`config.mk`:
```
export PLATFORM = sky130hd
export DESIGN_NAME = cpu_ctrl_fsm
export DESIGN_NICKNAME = d
export VERILOG_FILES = /design/src/rtl/cpu_pkg.sv /design/src/rtl/cpu_decode.sv /design/src/rtl/cpu_ctrl_fsm.sv
export SDC_FILE = /design/constraint.sdc
export NUM_CORES = 1
export LEC_CHECK = 0
export CORE_MARGIN = 2
export CORE_UTILIZATION = 30
export CTS_CLUSTER_SIZE = 20
export DETAILED_ROUTE_END_ITERATION = 12
export PLACE_DENSITY_LB_ADDON = 0.2
export SYNTH_ARGS = -nofsm -noshare
export SYNTH_HDL_FRONTEND = slang
export SYNTH_SLANG_ARGS = --single-unit
```
`constraint.sdc`:
```
create_clock -name clk -period 4.9 [get_ports clk]
set_input_delay 0.735 -clock clk [delete_from_list [all_inputs] [get_ports clk]]
set_output_delay 0.735 -clock clk [all_outputs]
set_load 0.01 [all_outputs]
```
`src/rtl/cpu_pkg.sv`:
```
// Shared definitions for the 4-bit CPU control unit.
// Contents: opcodes, controller states, ALU controls and instruction field positions.
package cpu_pkg;

    localparam logic [3:0] OP_NOP  = 4'd0;
    localparam logic [3:0] OP_ADD  = 4'd1;
    localparam logic [3:0] OP_SUB  = 4'd2;
    localparam logic [3:0] OP_AND  = 4'd3;
    localparam logic [3:0] OP_OR   = 4'd4;
    localparam logic [3:0] OP_SLT  = 4'd5;
    localparam logic [3:0] OP_LD   = 4'd6;
    localparam logic [3:0] OP_ST   = 4'd7;
    localparam logic [3:0] OP_HALT = 4'd15;

    localparam logic [1:0] ALU_AND    = 2'd0;
    localparam logic [1:0] ALU_OR     = 2'd1;
    localparam logic [1:0] ALU_ADDSUB = 2'd2;
    localparam logic [1:0] ALU_SLT    = 2'd3;

    localparam int OP_HI = 7;
    localparam int OP_LO = 4;
    localparam int RD_HI = 3;
    localparam int RD_LO = 2;
    localparam int RS_HI = 1;
    localparam int RS_LO = 0;

    typedef enum logic [2:0] {
        S_IDLE   = 3'd0,
        S_FETCH  = 3'd1,
        S_DECODE = 3'd2,
        S_READ   = 3'd3,
        S_EXEC   = 3'd4,
        S_MEM    = 3'd5,
        S_WB     = 3'd6,
        S_HALT   = 3'd7
    } state_t;

endpackage

```
`src/rtl/cpu_decode.sv`:
```
// Combinational opcode decoder for the control unit.
// Produces instruction class flags and the ALU controls.
module cpu_decode
    import cpu_pkg::*;
(
    input  logic [3:0] opcode,
    output logic       is_alu,
    output logic       is_ld,
    output logic       is_st,
    output logic       is_halt,
    output logic       is_illegal,
    output logic [1:0] alu_op,
    output logic       alu_sub
);

    always_comb begin
        // NOTE: every output gets a default first so no latch is inferred.
        is_alu     = 1'b0;
        is_ld      = 1'b0;
        is_st      = 1'b0;
        is_halt    = 1'b0;
        is_illegal = 1'b0;
        alu_op     = ALU_AND;
        alu_sub    = 1'b0;
        case (opcode)
            OP_NOP:  ;
            OP_ADD:  begin is_alu = 1'b1; alu_op = ALU_ADDSUB; end
            OP_SUB:  begin is_alu = 1'b1; alu_op = ALU_ADDSUB; alu_sub = 1'b1; end
            OP_AND:  is_alu = 1'b1;
            OP_OR:   begin is_alu = 1'b1; alu_op = ALU_OR; end
            OP_SLT:  begin is_alu = 1'b1; alu_op = ALU_SLT; end
            OP_LD:   is_ld = 1'b1;
            OP_ST:   is_st = 1'b1;
            OP_HALT: is_halt = 1'b1;
            default: is_illegal = 1'b1;
        endcase
    end

endmodule

```
`src/rtl/cpu_ctrl_fsm.sv`:
```
// Multi-cycle controller for the 4-bit CPU datapath.
// Flow: fetch, decode, register read, execute, memory and writeback; holds IR and flags.
module cpu_ctrl_fsm
    import cpu_pkg::*;
#(
    parameter int DATA_W = 4,
    parameter int ADDR_W = 4
)
(
    input  logic       clk,
    input  logic       rst,
    input  logic       run,
    input  logic [7:0] instr_in,
    input  logic       alu_carry,
    output logic       pc_en,
    output logic       rf_rw,
    output logic [1:0] rf_rs1,
    output logic [1:0] rf_rs2,
    output logic [1:0] rf_wa,
    output logic       wb_sel,
    output logic [1:0] alu_op,
    output logic       alu_sub,
    output logic       mem_rw,
    output logic       carry_flag,
    output logic       halted,
    output logic       illegal,
    output logic       busy
);

    if (DATA_W != 4 || ADDR_W != 4) begin : g_width_check
        $error("cpu_ctrl_fsm sequences a 4-bit datapath only");
    end

    state_t     state;
    logic [7:0] ir;
    logic       pc_en_q, rf_rw_q, mem_rw_q;

    logic       dec_alu, dec_ld, dec_st, dec_halt, dec_illegal, dec_nop;
    logic [1:0] dec_alu_op;
    logic       dec_alu_sub;
    logic [3:0] opcode;

    // In FETCH the opcode arriving on instr_in sets up the registered DECODE outputs.
    assign opcode = (state == S_FETCH) ? instr_in[OP_HI:OP_LO] : ir[OP_HI:OP_LO];

    cpu_decode u_decode (
        .opcode     (opcode),
        .is_alu     (dec_alu),
        .is_ld      (dec_ld),
        .is_st      (dec_st),
        .is_halt    (dec_halt),
        .is_illegal (dec_illegal),
        .alu_op     (dec_alu_op),
        .alu_sub    (dec_alu_sub)
    );

    assign dec_nop = ~(dec_alu | dec_ld | dec_st | dec_halt | dec_illegal);

    // Write strobes and pc_en are masked while rst is high so no write leaks out of the reset cycle.
    assign pc_en  = pc_en_q & ~rst;
    assign rf_rw  = rf_rw_q | rst;
    assign mem_rw = mem_rw_q | rst;

    // NOTE: all state and registered outputs use non-blocking assignments so every update sees pre-edge values.
    always_ff @(posedge clk) begin
        if (rst) begin
            state      <= S_IDLE;
            ir         <= '0;
            pc_en_q    <= 1'b0;
            rf_rw_q    <= 1'b1;
            mem_rw_q   <= 1'b1;
            rf_rs1     <= '0;
            rf_rs2     <= '0;
            rf_wa      <= '0;
            wb_sel     <= 1'b0;
            alu_op     <= '0;
            alu_sub    <= 1'b0;
            carry_flag <= 1'b0;
            halted     <= 1'b0;
            illegal    <= 1'b0;
            busy       <= 1'b0;
        end else begin
            pc_en_q  <= 1'b0;
            rf_rw_q  <= 1'b1;
            mem_rw_q <= 1'b1;
            rf_wa    <= '0;
            wb_sel   <= 1'b0;
            unique case (state)
                S_IDLE: begin
                    if (run) begin
                        state <= S_FETCH;
                        busy  <= 1'b1;
                    end
                end
                S_FETCH: begin
                    ir      <= instr_in;
                    pc_en_q <= dec_nop | dec_illegal;
                    state   <= S_DECODE;
                end
                S_DECODE: begin
                    if (dec_nop || dec_illegal) begin
                        illegal <= illegal | dec_illegal;
                        state   <= run ? S_FETCH : S_IDLE;
                        busy    <= run;
                    end else if (dec_halt) begin
                        halted <= 1'b1;
                        state  <= S_HALT;
                        busy   <= 1'b0;
                    end else begin
                        rf_rs1 <= ir[RD_HI:RD_LO];
                        rf_rs2 <= ir[RS_HI:RS_LO];
                        state  <= S_READ;
                    end
                end
                S_READ: begin
                    // ALU controls stay stable until the next instruction so the result is held through writeback.
                    alu_op  <= dec_alu_op;
                    alu_sub <= dec_alu_sub;
                    state   <= S_EXEC;
                end
                S_EXEC: begin
                    if (dec_alu && dec_alu_op == ALU_ADDSUB)
                        carry_flag <= alu_carry;
                    if (dec_ld || dec_st) begin
                        mem_rw_q <= ~dec_st;
                        pc_en_q  <= dec_st;
                        state    <= S_MEM;
                    end else begin
                        rf_rw_q <= 1'b0;
                        rf_wa   <= ir[RD_HI:RD_LO];
                        pc_en_q <= 1'b1;
                        state   <= S_WB;
                    end
                end
                S_MEM: begin
                    if (dec_ld) begin
                        rf_rw_q <= 1'b0;
                        rf_wa   <= ir[RD_HI:RD_LO];
                        wb_sel  <= 1'b1;
                        pc_en_q <= 1'b1;
                        state   <= S_WB;
                    end else begin
                        state <= run ? S_FETCH : S_IDLE;
                        busy  <= run;
                    end
                end
                S_WB: begin
                    state <= run ? S_FETCH : S_IDLE;
                    busy  <= run;
                end
                S_HALT:  state <= S_HALT;
                default: state <= S_IDLE;
            endcase
        end
    end

endmodule

```
==> impl_results.md <==
- Die Y-Extent: 72.8 um
- Die Area: 5300 sq um
- Register area share after synthesis: between 30% and 40%
- Worst path bufs/invs: 2
- Skew final: 0.00302 ns
- Final Hold Fails: 0
- Resize count post-CTS: 0
- Combinational Power Share: 12.1%
- Worst skew pair latency: 0.28 ns
- Total gr overflow: 0
- Vias per cell: 5.16
- Layout cells sized above 1: 7.78%
- Main synth FF type: dfxtp_1
- Drt wl/cell: 13.8 um
- Die W: approximately 73 um
- Clock root cell: clkbuf_8
- Commonest cells after routing, fill and taps aside: dfxtp_1, clkdlybuf4s50_1, nor2_1
- CP Cell Sequence: clkdlybuf4s50_1 > or2_2 > clkdlybuf4s50_1
- Vias: 1207
- Mapped Cells: approximately 160
- CTS HTree Levels: 1
- Crit share post-route: between 60% and 70%
- Syn. warnings: 0
- Syn Nets: 174
- DRC viols: 0
- GRT Util Overall: between 10% and 20%
- N_diodes: 0
- Final Setup Violations: 0
- Routability-driven placement congestion ratio: 0.740
- Core box area: 4630 sq um
- Avg Cell Area, Syn: 8.77 sq um
- Nets: 193
- Setup TNS: 0 ns
- Synth-to-layout area growth: 25.3%
- Detailed Place HPWL: 2290 um
- Setup Fix Bufs, Post-CTS: 0
- Maximum VDD drop: 0.000142 V
- #FFs+latches synth: 28
- Fmax achieved: 296 MHz
- Crit-path most repeated cell: clkdlybuf4s50_1
- Actual slew at the worst max-slew pin: 0.970 ns
- Largest net degree at the start of global routing: 28
- Rel. slew slack: a little over a third
- Critical Path Max Stage Delay: 0.91 ns
- Critical Path AT: 2.65 ns
- Req. time, crit path: 4.16 ns
- Overall routed net length: 3230 um
- Design area: 1780 sq um
- Post-route ant nets: 0
- Cell area after synthesis: between 1000 and 1500 sq um
- Status: completed
- Max-Cap Viols: 0
- Max clock buf depth: 2
- Distinct cell type count after synthesis: 45
- CTS Buf Count: 3
- Crit Path Class: input pin to primary output
- First-pass GRT wire length: 5420 um
- Row Count: 25
- DRT Pass-1 Iters: 4
- Seq pwr share: 50.6%
- Post-Place Cell Area: approximately 1700 sq um
- Clock transition at the registers of the reported paths: 0.10 ns
- P_int: about 0.38 mW
- Setup crit end kind: primary output
- IO Port Bufs: 28
- CTS tree: built
- Max-slew violation count: 0
- Crit Path Max Fanout: 27
- Top Family by Delay on Critical Path: buffers and inverters
- Switching pwr: 0.116 mW
- Critical-path top delay cell: clkdlybuf4s50_1
- Number of global-route vias before repair: around 1100
- Setup crit start kind: input pin
- Initial antenna violation count: 0
- Pleak: 0.664 nW
- P per Cell Area: 276 nW/um^2
- Switching part of the total: 23.7%
- Ys async rst share: 0%
- Post-CTS Hold Buffers: 0
- Post-synth EDFFs: 0
- Starting Density: 30.7%
- Clk pwr share: 37.3%
- Min cycle time layout: 3.38 ns
- Io pins: 29
- HP Class: register to register
- Starting DRC count in detailed routing: approximately 100
- Clk sinks: 28
- RSZ-0062 raised after global routing: false
synth_stat cells (2+ instances only):
cell	count	area, sq um
a21oi_1	10	50.1
xnor2_1	2	17.5
clkbuf_1	8	30.0
nand2_1	6	22.5
buf_2	6	30.0
nand3_1	3	15.0
and3b_1	3	26.3
inv_1	4	15.0
mux2i_1	13	130
o31ai_1	2	15.0
nor2_1	26	97.6
o21ai_0	4	20.0
nor4_1	2	12.5
nand3b_1	4	30.0
or2_2	4	25.0
a21o_1	2	15.0
a211oi_1	3	22.5
dfxtp_1	28	561
nand2b_1	4	25.0
a21boi_0	2	15.0
nor2b_1	2	12.5
worst paths after layout:
kind,from,endpoint,slack (ns),cells after the start
worst max-delay path,rst,rf_rw,1.52,3
worst min-delay path,carry_flag,carry_flag,0.48,2
worst max register to register,state[0],rf_wa[1],2.46,4
worst min register to register,carry_flag,carry_flag,0.48,2
state kept, by name (all words and copies together), names as in the netlist:
signal / count
rf_rw_q: 1
rf_wa: 2
ir: 8
rf_rs1: 2
wb_sel: 1
alu_op: 2
pc_en_q: 1
carry_flag: 1
halted: 1
rf_rs2: 2
alu_sub: 1
illegal: 1
state: 3
mem_rw_q: 1
busy: 1
stage by stage:
| stage | util [%] | worst slack, ns | cells | total power [mW] | hold slack [ns] |
|---|---|---|---|---|---|
| after global routing | 38.5 | 1.33 | 234 | 0.516 | 0.495 |
| after floorplan | - | 2.95 | 162 | 0.292 | 0.460 |
| after global placement | 36.9 | 1.52 | 230 | 0.312 | 0.461 |
| after detailed placement | 36.9 | 1.45 | 230 | 0.314 | 0.470 |
| final | 38.5 | 1.52 | 234 | 0.492 | 0.481 |
| after CTS | 38.5 | 1.45 | 234 | 0.498 | 0.484 |
routing by layer:
layer	track usage [%]	vias to the layer above	routed length, um
li1	-	612	-
met1	17.0	571	1500
met2	20.8	19	1600
met3	2.49	5	71
met4	6.17	0	59
met5	0	-	0
power groups by stage:
stage               combinational [mW]  sequential (mW)  clock (mW)
detailed placement              0.0599            0.254           0
CTS                             0.0601            0.249       0.189
finish                          0.0597            0.249       0.184
floorplan                       0.0493            0.243           0
global route                    0.0658            0.251       0.199
global placement                0.0582            0.254           0
final cells by class:
type	instances	area [sq um]
fillers	475	2850
multi-input cells	116	786
well taps	54	67.6
repair buffers	28	280
clock buffers	3	41.3
inverters	4	15.0
flip-flops and latches	28	561
clock inverters	1	30.0
worst min-delay path, cell delays in order, from the launching register on:
cell and delay, ns:
dfxtp_1 0.32, o41ai_1 0.06, a21oi_1 0.06
cell families (layout without fill, tap and decap cells):
group | count (synthesis) | in the layout | share of synthesized area (%)
muxes | 14 | 14 | 10.2
DFF | 28 | 28 | 39.4
and+or+nand+nor | 63 | 63 | 25.0
buffers and inverters | 18 | 36 | 5.28
xor gates and xnor gates | 3 | 3 | 1.85
AOI/OAI and AO/OA | 36 | 36 | 18.2
Note: power is estimated with default switching activity, not from simulation.
